`src/rtl/ring_interconnect.sv`:
```
// Unidirectional ring NoC: one stage register per node, one hop per clock, eject at dest.
// Optional macro RING_LOCAL_BYPASS_EN: dest == node packets are ejected locally in the offer cycle.
module ring_node #(
   parameter int NODE_ID    = 0,
   parameter int NUM_PROC   = 4,
   parameter int ID_SIZE    = 2,
   parameter int DATA_WIDTH = 48,
   parameter int PKT_W      = 2*ID_SIZE + DATA_WIDTH
) (
   input  logic             i_rst,
   input  logic             i_stg_vld,
   input  logic [PKT_W-1:0] i_stg_pkt,
   input  logic             i_ofr_vld,
   input  logic [PKT_W-1:0] i_ofr_pkt,
   output logic             o_lnk_vld,
   output logic [PKT_W-1:0] o_lnk_pkt,
   output logic             o_ej_vld,
   output logic [PKT_W-1:0] o_ej_pkt,
   output logic             o_acc,
   output logic             o_full
);
   localparam logic [ID_SIZE-1:0] MY_ID = ID_SIZE'(NODE_ID);
   localparam logic [ID_SIZE:0]   NP    = (ID_SIZE+1)'(NUM_PROC);

   logic [ID_SIZE-1:0] w_stg_dest, w_ofr_dest;
   logic               w_here, w_thru, w_ofr_ok, w_inj;

   assign w_stg_dest = i_stg_pkt[DATA_WIDTH +: ID_SIZE];
   assign w_ofr_dest = i_ofr_pkt[DATA_WIDTH +: ID_SIZE];
   assign w_here     = i_stg_vld & (w_stg_dest == MY_ID);
   assign w_thru     = i_stg_vld & ~w_here;
   // Out-of-range destinations are accepted but never put on the link.
   assign w_ofr_ok   = ({1'b0, w_ofr_dest} < NP);
   assign o_full     = w_thru | i_rst;

`ifdef RING_LOCAL_BYPASS_EN
   logic w_local, w_bypass;
   assign w_local  = i_ofr_vld & (w_ofr_dest == MY_ID);
   assign w_bypass = w_local & ~w_here & ~i_rst;
   assign o_acc    = w_local ? w_bypass : (i_ofr_vld & ~o_full);
   assign o_ej_vld = w_here | w_bypass;
   assign o_ej_pkt = w_here ? i_stg_pkt : (w_bypass ? i_ofr_pkt : '0);
   assign w_inj    = o_acc & ~w_local & w_ofr_ok;
`else
   assign o_acc    = i_ofr_vld & ~o_full;
   assign o_ej_vld = w_here;
   assign o_ej_pkt = w_here ? i_stg_pkt : '0;
   assign w_inj    = o_acc & w_ofr_ok;
`endif

   assign o_lnk_vld = w_thru | w_inj;
   assign o_lnk_pkt = w_thru ? i_stg_pkt : (w_inj ? i_ofr_pkt : '0);
endmodule

module ring_interconnect #(
   parameter int NUM_PROC   = 4,
   parameter int ID_SIZE    = $clog2(NUM_PROC),
   parameter int DATA_WIDTH = 48,
   parameter int PKT_W      = 2*ID_SIZE + DATA_WIDTH
) (
   input  logic                           clk,
   input  logic                           rst_l,
   input  logic [NUM_PROC-1:0][PKT_W-1:0] packetSendIn,
   input  logic [NUM_PROC-1:0]            packetCoreIn,
   output logic [NUM_PROC-1:0]            recievedOut,
   output logic [NUM_PROC-1:0][PKT_W-1:0] packetRecieved,
   output logic [NUM_PROC-1:0]            recieved,
   output logic [NUM_PROC-1:0]            full
);
   logic [NUM_PROC-1:0]            r_vld;
   logic [NUM_PROC-1:0][PKT_W-1:0] r_pkt;
   logic [NUM_PROC-1:0]            w_lnk_vld;
   logic [NUM_PROC-1:0][PKT_W-1:0] w_lnk_pkt;

   for (genvar i = 0; i < NUM_PROC; i++) begin : g_node
      ring_node #(
         .NODE_ID(i), .NUM_PROC(NUM_PROC), .ID_SIZE(ID_SIZE),
         .DATA_WIDTH(DATA_WIDTH), .PKT_W(PKT_W)
      ) u_node (
         .i_rst     (rst_l),
         .i_stg_vld (r_vld[i]),
         .i_stg_pkt (r_pkt[i]),
         .i_ofr_vld (packetCoreIn[i]),
         .i_ofr_pkt (packetSendIn[i]),
         .o_lnk_vld (w_lnk_vld[i]),
         .o_lnk_pkt (w_lnk_pkt[i]),
         .o_ej_vld  (recieved[i]),
         .o_ej_pkt  (packetRecieved[i]),
         .o_acc     (recievedOut[i]),
         .o_full    (full[i])
      );
   end

   // Link i feeds stage i+1; a rotate-left of the link vector is one hop.
   always_ff @(posedge clk or posedge rst_l) begin
      if (rst_l) begin
         r_vld <= '0;
         r_pkt <= '0;
      end else begin
         r_vld <= {w_lnk_vld[NUM_PROC-2:0], w_lnk_vld[NUM_PROC-1]};
         r_pkt <= {w_lnk_pkt[NUM_PROC-2:0], w_lnk_pkt[NUM_PROC-1]};
      end
   end
endmodule

```
`config.mk`:
```
export PLATFORM = sky130hd
export DESIGN_NAME = ring_interconnect
export DESIGN_NICKNAME = d
export VERILOG_FILES = /design/src/rtl/ring_interconnect.sv
export SDC_FILE = /design/constraint.sdc
export NUM_CORES = 1
export LEC_CHECK = 0
export ABC_CLOCK_PERIOD_IN_PS = 11400
export BUFFER_PORTS_ARGS = -buffer_cell sky130_fd_sc_hd__buf_2
export CORE_MARGIN = 4
export CORE_UTILIZATION = 30
export CTS_BUF_LIST = sky130_fd_sc_hd__clkbuf_4 sky130_fd_sc_hd__clkbuf_8
export DETAILED_ROUTE_END_ITERATION = 7
export HOLD_SLACK_MARGIN = 0.1
export PLACE_DENSITY = 0.53
export SYNTH_ARGS = -nofsm -noshare
export SYNTH_HDL_FRONTEND = slang
export SYNTH_SLANG_ARGS = --single-unit
```
`constraint.sdc`:
```
create_clock -name clk -period 11.4 [get_ports clk]
set_clock_uncertainty 0.15 [all_clocks]
set_input_delay 2.28 -clock clk [delete_from_list [all_inputs] [get_ports clk]]
set_output_delay 2.28 -clock clk [all_outputs]
set_load 0.01 [all_outputs]
```
==> run summary <==
Status = complete, no violations
Reg clk slew, reported paths = 0.06 ns
Max Used Layer = met4
WL met2 = 20800 um
Slew @ Worst Pin = 1.277 ns
Input/output buffers = 429
P&R area growth vs syn = 30.46%
Final wirelength = 43440 um
Synth Area in Adders = 0%
Initial DRC count = 596
Total GRT Usage = 22.63%
Via density = 4.817
Initial Util = 30.41%
NumNets Final = 1773
Crit path capture type = primary output
Core Util, Final = 39.68%
Top cell type's share of synthesized area = 52.02%
Core Area = 33530 um2
Max-slew violations = 0
CTS Buf Count = 41
Clk_lat worst skew = 0.54 ns
Mapped Area = 10200 um2
Multiplexer share of the synthesized area = 0%
Fin Setup TNS = 0 ns
Synth top cells by count = nand2_1 (314), dfrtp_1 (212), and2_1 (200), nand3_1 (150), o21ai_1 (119)
Total iterations of the first detailed-routing run = 5
Main area contributors after synthesis = dfrtp_1 (52%), and2_1 (12%), nand2_1 (12%)
Post-route ant nets = 0
Die height = 192.4 um
First-pass GRT wire length = 63140 um
Synth Area in Compound Gates = 8.416%
HP Class = flop to flop
Post-synthesis simple-gate area fraction = 32.74%
Seq/Total Area, Yosys = 52.02%
Largest family of logic cells by synthesized area = simple AND/OR/NAND/NOR gates
Synth Register Bits = 212
Count leader, synth = nand2_1
CTS H-tree lvls = 2
Max-cap violations = 0
Post-Synth XOR/XNOR Area = 0%
Relative slew slack = 14.63%
Via count = 9831
Cell count after synthesis = 1184
Total power = 2.095 mW
RSZ-0062 raised after global routing = no
Leakage = 7.127 nW
Die Area = 37010 um2
Largest net degree at the start of global routing = 123
Initial antenna violation count = 3
Largest buffer count on any clock path = 3
Ports = 434
HPWL Detailed = 29120 um
Fmax = 155.6 MHz
CTS resizes = 0
Post CTS Setup Buffer Count = 0
Clk sinks = 212
Tcrit/Tclk final = 56.37%
Final Wtd Congestion = 0.8434
Post-synth EDFFs = 0
Critical path arrival = 4.00 ns
Crit start category = primary input
Number of remaining DRC errors = 0
Final Hold Vio Count = 0
Grt ovf = 0
Routed wl met3 = 3083 um
CTS tree = built
# setup viols final = 0
DIE WIDTH = 192.4 um
Worst EP required = 8.97 ns
Worst vdd ir = 0.05783 mV
WS Path Type = primary input to primary output
Hold_buf cts = 0
PD cells = 157.4 nW/um2
Post-synth ARST share = 100.0%
Final min period = 6.426 ns
Cell taking the most area after synthesis = dfrtp_1
Row cnt = 67
Layout cells sized above 1 = 33.92%
Hold_ws = 0.3079 ns
Number of global-route vias before repair = 10060
Netlist cell types = 30
Yosys warns = 0
CP max FO = 122
WL/cell = 21.29 um
Syn Area/Cell = 8.614 um2
Top_reg_cell synth = dfrtp_1
M1 wire length = 18500 um
CTS root buf = clkbuf_8
-- sequential cells by signal, summed over array words and instances (netlist names) --
signal / cells
r_pkt: 208
r_vld: 4
-- through the flow --
| step | setup slack [ns] | instances | cell area [um2] |
|---|---|---|---|
| after global placement | 4.884 | 1964 | 12430 |
| after detailed placement | 4.917 | 1964 | 12430 |
| after CTS | 4.898 | 2037 | 13300 |
| after floorplan | 1.622 | 1187 | 10210 |
| after global routing | 4.769 | 2040 | 13300 |
| final | 4.974 | 2041 | 13310 |
-- final timing paths --
| kind | from | end | slack, ns | depth (start not counted) |
|---|---|---|---|---|
| min reg2reg | r_pkt[21] | r_pkt[73] | 0.31 | 2 |
| max | rst_l | full[0] | 4.97 | 5 |
| min | r_pkt[21] | r_pkt[73] | 0.31 | 2 |
| max reg2reg | r_pkt[152] | r_pkt[190] | 8.77 | 5 |
| max in group asynchronous | rst_l | r_vld[1] | 8.08 | 3 |
| min in group asynchronous | rst_l | r_pkt[136] | 1.88 | 2 |
-- layer usage --
layer | GRT usage (%) | up-vias
met5 | 0 | -
met1 | 30.23 | 4754
met3 | 3.980 | 72
met2 | 37.65 | 448
li1 | - | 4557
met4 | 6.884 | 0
-- cell type report --
cell class / instances / area, um2
fillers: 3530 / 20230
inverters: 5 / 26.28
clock inverters: 6 / 35.03
well taps: 448 / 560.5
flip-flops and latches: 212 / 5308
multi-input cells: 854 / 4258
diodes: 4 / 10.01
repair buffers: 445 / 2280
clock buffers: 67 / 828.3
-- placed cells by master (no fill, tap or decap), types with 4 or more instances in the layout --
master / synthesis / routed
and2_1: 200 / 200
buf_2: 52 / 429
buf_4: 22 / 15
clkbuf_4: 0 / 15
clkbuf_8: 0 / 52
clkinv_2: 0 / 4
conb_1: 1 / 4
dfrtp_1: 212 / 210
diode_2: 0 / 4
nand2_1: 314 / 314
nand3_1: 150 / 150
nor2_1: 5 / 5
nor2b_4: 0 / 4
o21ai_0: 33 / 33
o21ai_1: 119 / 119
-- worst max-delay path, cell delays in order --
cell     delay (ns)
buf_2          0.23
inv_8          0.50
buf_12         0.55
nand2_1        0.09
buf_2          0.17
-- kinds of logic (layout without fill, tap and decap cells) --
| group | after synthesis | in the layout |
|---|---|---|
| simple gates | 687 | 687 |
| other cells | 1 | 8 |
| flops | 212 | 212 |
| compound gates | 163 | 163 |
| buf+inv | 121 | 523 |
-- where the power goes --
group	leakage (nW)	internal (mW)	switching, mW
Combinational	3.82	0.118	0.293
Clock	0.459	0.458	0.342
Sequential	2.85	0.834	0.0496
Total	7.13	1.41	0.685
Power figures use the tool's default switching activity.
